## src/rtl/exp_term_accum.sv

```systemverilog
// Sums each group of TERMS consecutive EXP series terms and queues the finished sums
// in a small FIFO, which a consumer drains with ready/valid handshaking.
module exp_term_accum #(
    parameter int TERM_W     = 10,
    parameter int TERMS      = 10,
    parameter int GROUPS     = 4,
    parameter int SUM_W      = 14,
    parameter int FIFO_DEPTH = 2
) (
    input  logic              clk,
    input  logic              reset,
    input  logic [TERM_W-1:0] term_in,
    input  logic              term_valid,
    output logic [SUM_W-1:0]  sum_out,
    output logic [1:0]        sum_grp,
    output logic              sum_valid,
    input  logic              sum_ready,
    output logic              done,
    output logic              drop_err,
    output logic              extra_err
);

    localparam int KW = (TERMS > 1) ? $clog2(TERMS) : 1;
    localparam int GW = $clog2(GROUPS + 1);
    localparam int PW = (FIFO_DEPTH > 1) ? $clog2(FIFO_DEPTH) : 1;
    localparam int CW = $clog2(FIFO_DEPTH + 1);

    logic [SUM_W-1:0] acc_q, acc_d;
    logic [KW-1:0]    k_q, k_d;
    logic [GW-1:0]    g_q, g_d;
    logic [SUM_W-1:0] mem_sum_q [FIFO_DEPTH];
    logic [1:0]       mem_grp_q [FIFO_DEPTH];
    logic [PW-1:0]    rd_q, rd_d, wr_q, wr_d;
    logic [CW-1:0]    cnt_q, cnt_d;
    logic             done_q, done_d, drop_q, drop_d, extra_q, extra_d;
    logic             push, pop, full, write;
    logic [SUM_W-1:0] sum_next;

    assign sum_valid = (cnt_q != '0);
    assign sum_out   = mem_sum_q[rd_q];
    assign sum_grp   = mem_grp_q[rd_q];
    assign done      = done_q;
    assign drop_err  = drop_q;
    assign extra_err = extra_q;

    assign sum_next = acc_q + SUM_W'(term_in);
    assign pop      = sum_valid & sum_ready;
    assign full     = (cnt_q == CW'(FIFO_DEPTH));

    always_comb begin
        acc_d   = acc_q;
        k_d     = k_q;
        g_d     = g_q;
        push    = 1'b0;
        extra_d = extra_q;
        drop_d  = drop_q;
        rd_d    = rd_q;
        wr_d    = wr_q;
        if (term_valid) begin
            if (g_q < GW'(GROUPS)) begin
                if (k_q == KW'(TERMS - 1)) begin
                    push  = 1'b1;
                    acc_d = '0;
                    k_d   = '0;
                    g_d   = g_q + GW'(1);
                end else begin
                    acc_d = sum_next;
                    k_d   = k_q + KW'(1);
                end
            end else begin
                extra_d = 1'b1;
            end
        end
        // A pop on the same edge frees the slot, so a full FIFO can still take the push.
        write = push & (~full | pop);
        if (push & full & ~pop) begin
            drop_d = 1'b1;
        end
        if (write) begin
            wr_d = (wr_q == PW'(FIFO_DEPTH - 1)) ? '0 : wr_q + PW'(1);
        end
        if (pop) begin
            rd_d = (rd_q == PW'(FIFO_DEPTH - 1)) ? '0 : rd_q + PW'(1);
        end
        cnt_d  = cnt_q + CW'(write) - CW'(pop);
        done_d = done_q | ((g_q == GW'(GROUPS)) && (cnt_d == '0));
    end

    always_ff @(posedge clk or posedge reset) begin
        if (reset) begin
            acc_q   <= '0;
            k_q     <= '0;
            g_q     <= '0;
            rd_q    <= '0;
            wr_q    <= '0;
            cnt_q   <= '0;
            done_q  <= 1'b0;
            drop_q  <= 1'b0;
            extra_q <= 1'b0;
            for (int i = 0; i < FIFO_DEPTH; i++) begin
                mem_sum_q[i] <= '0;
                mem_grp_q[i] <= '0;
            end
        end else begin
            acc_q   <= acc_d;
            k_q     <= k_d;
            g_q     <= g_d;
            rd_q    <= rd_d;
            wr_q    <= wr_d;
            cnt_q   <= cnt_d;
            done_q  <= done_d;
            drop_q  <= drop_d;
            extra_q <= extra_d;
            if (write) begin
                mem_sum_q[wr_q] <= sum_next;
                mem_grp_q[wr_q] <= g_q[1:0];
            end
        end
    end

endmodule

```

## config.mk

```make
export PLATFORM = sky130hd
export DESIGN_NAME = exp_term_accum
export DESIGN_NICKNAME = d
export VERILOG_FILES = /design/src/rtl/exp_term_accum.sv
export SDC_FILE = /design/constraint.sdc
export NUM_CORES = 1
export LEC_CHECK = 0
export BUFFER_PORTS_ARGS = -buffer_cell sky130_fd_sc_hd__buf_2
export CAP_MARGIN = 30
export CORE_ASPECT_RATIO = 0.7
export CORE_MARGIN = 2
export CORE_UTILIZATION = 53
export CTS_CLUSTER_DIAMETER = 30
export DETAILED_ROUTE_END_ITERATION = 10
export HOLD_SLACK_MARGIN = 0.15
export PLACE_DENSITY = 0.86
export SETUP_SLACK_MARGIN = 0.05
export SLEW_MARGIN = 20
export SYNTH_ARGS = -nofsm -noshare
export SYNTH_HDL_FRONTEND = slang
export SYNTH_SLANG_ARGS = --single-unit
```

## constraint.sdc

```tcl
create_clock -name clk -period 2.1 [get_ports clk]
set_input_delay 0.315 -clock clk [delete_from_list [all_inputs] [get_ports clk]]
set_output_delay 0.315 -clock clk [all_outputs]
set_load 0.02 [all_outputs]
```

# Word-level counts from Yosys, hierarchy flattened
# Index checks and enable logic that the tools add are counted.
# classes
addsub,7
mul,0
n_div,0
order_cmp,4
n_eq_ne,3
shift,0
n_mux,19
bitwise,11
reduce_logical,7
# op_table
cell,count
$mux 14,5
$bwmux 28,1
$add 14x10->14,1
$demux 14 s1,1
$mux 2,4
$mux 1,5
$add 4x1->4 const B,1
$and 1x1->1,4
$bwmux 4,1
$eq 4x4->1 const B,1
$ge 2x2->1 const B,2
$mux 4,1
$not 1->2,2
$reduce_and 2->1,2
$add 3x1->3 const B,1
$eq 3x3->1 const B,1
$lt 3x3->1 const B,1
$not 1->1,3
$reduce_and 3->1,1
$add 1x1->1 const B,2
$add 2x1->2,1
$demux 2 s1,1
$eq 2x2->1 const B,1
$logic_and 1x1->1,2
other kinds (5),6
# totals
reg_bits,60
latchBits,0
mem_bits_rw,0
mem_bits_ro,0
input_bits,14
mem_count,0

# Longest topological paths before layout
# depth
depth_word,10
depth_mapped,9

# Worst setup path before layout
# OpenSTA, ideal clock, no wires.
# synth_timing
path_type,register to register
startpoint,reg acc_q[0]
endpoint,reg mem_sum_q[22] (netlist name)
arrival_time_ps,1967
slack_ps,8
path_stages_with_launch,8
n_path_buf,0
cell_sequence,dfrtp_1 -> ha_1 -> fa_1 -> a21o_1 -> a221oi_4 -> o21a_2 -> xnor2_1 -> mux2_2
# synth_via
elab_chain_cells,2
# synth_rtl
item,line_no,source
"start, declared",28,"logic [SUM_W-1:0] acc_q, acc_d;"
"start signal, assigned",91,acc_q <= '0;
"start signal, assigned",105,acc_q <= acc_d;
$add 14x10->14,46,assign sum_next = acc_q + SUM_W'(term_in);
$bwmux 28,115,mem_sum_q[wr_q] <= sum_next;
"end signal, assigned by index",115,
"end, declared",31,logic [SUM_W-1:0] mem_sum_q [FIFO_DEPTH];
# Every way passes these cells.
# A chain may end at the register's enable or synchronous reset.

# Final worst setup path
# layout_timing
startpoint,reg acc_q[0]
endpoint,reg mem_sum_q[12] (netlist name)
# The elaborated chain is that of the path after synthesis.

==> key figures <==
Outcome
  – Outcome: complete, but fails checks
  – Failing checks: setup timing

Timing
  – Rel. slew slack: between 70 and 80%
  – RSZ-0062 raised after global routing: true
  – Fin Setup TNS: -0.6118 ns
  – Final Critical Period: approximately 2.2 ns
  – Fin worst setup slack: -0.09871 ns
  – Final hold slack: just over 0.2 ns
  – Final number of hold-violating endpoints: 0
  – Max Slew Vio Count: 0
  – Final cycle utilization of the critical path: 104.7%
  – Peak Freq: around 450 MHz
  – Max Clock Skew: roughly 0.010 ns
  – Slew @ Worst Pin: about 0.40 ns
  – Endpoints failing setup: 10

Synth
  – Top-count cell post-synth: dfrtp_1
  – Synthesis-stage register bit count: 60
  – Sequential-to-total area share from yosys stat: between 40% and 50%
  – Synth top area share: between 40 and 50%
  – Synth cell types: between 40 and 50
  – Most frequent cells after synthesis: 60 x dfrtp_1, 55 x nand2_1, 26 x mux2_2, 19 x o21ai_0, 14 x ha_1
  – YS warnings: 0
  – Syn Nets: roughly 350
  – Post-synth EDFFs: 0
  – Syn Area/Cell: 10.28 µm²
  – Ys async rst share: between 90% and 100%
  – Synth area leader: dfrtp_1
  – Main area contributors after synthesis: dfrtp_1 46%, mux2_2 9.0%, nand2_1 6.4%, ha_1 5.4%, xnor2_1 3.0%
  – Predominant post-synthesis flop cell: dfrtp_1
  – Syn Std Cell Area: between 3000 and 4000 µm²
  – Post-synthesis cell count: around 320

Setup path
  – Delay-heaviest family, CP: compound AO/OA/AOI/OAI gates
  – CP bufs+invs: 0
  – Crit path capture type: flip-flop
  – Worst r2r path cells: 7
  – Crit path depth: 7
  – Worst Path Max Fanout: 4
  – Critical Path Max Stage Delay: 0.42 ns
  – CP required: between 2 and 2.5 ns
  – Critical path launch point type: flip-flop
  – CP max stage cell: dfrtp_1
  – Critical Path AT: about 2.5 ns
  – Kind of critical path: reg2reg
  – Worst path cell trace: ha_4 -> fa_2 -> a21o_1 -> a221oi_4 -> nor3_2 -> o21a_1 -> o31ai_2

Clocking
  – Num CTS Buffers: 9
  – H-Tree Depth: 3
  – TritonCTS clock tree: built
  – CTS Buffer Depth: 2
  – Clock-pin slew on the worst setup and hold paths: 0.08 ns
  – Clock root cell: clkbuf_8
  – Clk sink count: 60
  – Clock latency at the later pin of the worst-skew pair: approximately 0.35 ns

Pwr
  – Tot Pwr: 0.006600 W
  – Leak pwr: approximately 2.0 nW
  – Power density cells: between 1500 and 2000 nW/µm²
  – Worst ir drop on vdd: about 0.80 mV

GRT
  – Number of global-route vias before repair: 2630
  – GR Util All Layers: between 20% and 30%
  – First-pass GRT wire length: roughly 13000 µm
  – Pin count of the biggest net entering global routing: 61
  – Total gr overflow: 0
  – Antenna violations before repair: 0

Floorplanning
  – Core box area: 5813 µm²
  – Row cnt: 23
  – Die ar.: about 6800 µm²
  – # IOs: 34
  – Initial Util: ~56%
  – Die width: approximately 98 µm
  – Die Span Y: ~70 µm

Place
  – Port Buffer Count: 33
  – Post-DP Area: 3618 µm²
  – Hpwl dp: around 4900 µm
  – GPL Wtd Cong: 0.8787

Cells and area
  – Area grow syn2layout: 26.70%
  – Design area: between 4000 and 5000 µm²
  – Share of layout cells above drive strength 1: a little under two fifths
  – N_diodes: 0
  – Nets: 409

Drt
  – Vias post-DR: about 2800
  – Routed len/inst: roughly 18 µm
  – ANT nets after route: 0
  – Via density: ~6
  – Initial DRC Count: about 220
  – Detailed Routing Iterations Pass 1: 4
  – Drc violations: 0
  – Total wire length: between 8000 and 9000 µm

Job
  – Max-capacitance violation count: 0

Hold path
  – Class of the worst hold path: in2reg
  – Cell depth of the worst hold path: 2
## stage by stage
| stage | std cells | util (%) | setup slack [ns] |
|---|---|---|---|
| final | 460 | 70.79 | -0.09871 |
| after global routing | 460 | 70.79 | -0.1529 |
| after CTS | 449 | 67.26 | -0.09400 |
| after detailed placement | 429 | 62.25 | -0.1454 |
| after global placement | 429 | 62.25 | -0.1032 |
| after floorplan | 316 | - | 0.03629 |
## cell type report
type,instances,area (µm²)
Inverter,8,30.03
Clock inverter,7,75.07
Clock buffer,9,123.9
Fill cell,407,1698
Timing Repair Buffer,69,466.7
Tap cell,75,93.84
Sequential cell,60,1503
Multi-Input combinational cell,232,1823
## cells by family (layout without fill, tap and decap cells)
family | Yosys count | in the layout | synth area share, %
buf+inv | 24 | 93 | 3.120
xor+xnor | 13 | 13 | 3.505
fa+ha+maj | 15 | 15 | 6.009
compound gates | 69 | 69 | 15.52
simple gates | 108 | 108 | 16.29
flops | 60 | 60 | 46.22
mux | 27 | 27 | 9.322
## path summary, 6_finish.rpt
check	endpoint	startpoint	slack, ns
max reg2reg	mem_sum_q[12]	acc_q[0]	-0.1
min in group asynchronous	done	reset	0.55
min reg2reg	extra_err	extra_err	0.46
max	mem_sum_q[12]	acc_q[0]	-0.1
min	extra_err	term_valid	0.20
max in group asynchronous	k_q[2]	reset	1.25
## placed cells by master, fill, tap and decap left out, types with 3 or more instances in the layout
master,count
nand2_1,55
o21ai_0,16
buf_2,33
nand4_1,8
a22o_1,10
xnor2_1,7
and4_1,3
ha_4,3
nor2_1,10
ha_1,10
a21o_1,6
inv_1,7
dfrtp_1,59
a21oi_1,7
a211o_1,3
nand3_1,8
buf_4,32
nor2b_1,4
mux2_2,25
xnor2_2,3
o21ai_1,6
clkbuf_8,9
## power by group
group          switching (W)  total (W)  internal, W
Combinational        0.00183    0.00352      0.00169
Sequential          0.000393    0.00203      0.00164
Clock               0.000495    0.00105     0.000555
## flip-flops by register name, summed over array words and instances (netlist names)
register,cells
wr_q,1
acc_q,14
k_q,4
rd_q,1
mem_sum_q,28
done,1
drop_err,1
cnt_q,2
extra_err,1
mem_grp_q,4
g_q,3
## worst reg2reg max path, stage by stage (launching register included)
cell and delay (ns):
dfrtp_1 0.42, ha_4 0.18, fa_2 0.35, a21o_1 0.22, a221oi_4 0.34, nor3_2 0.12
o21a_1 0.24, o31ai_2 0.22
## layer usage
layer  global-route usage [%]  vias to the layer above  share of wire [%]
met1                    34.16                     1362                 44
li1                         -                     1266                  -
met4                    8.796                        0                2.1
met5                        0                        -                  0
met3                    7.056                       22                6.4
met2                    34.18                      109                 47
## timing repair
| item | in CTS | in global routing |
|---|---|---|
| endpoints found under the setup margin | 14 | 25 |
| endpoints found under the hold margin | 60 | 0 |
| buffers inserted | 3 | 11 |
| hold buffers | 1 | 0 |
| gates resized for setup | 11 | 26 |
| pin swaps | 9 | 14 |
| gates cloned | 0 | 0 |
(Power assumes the default switching activity.)
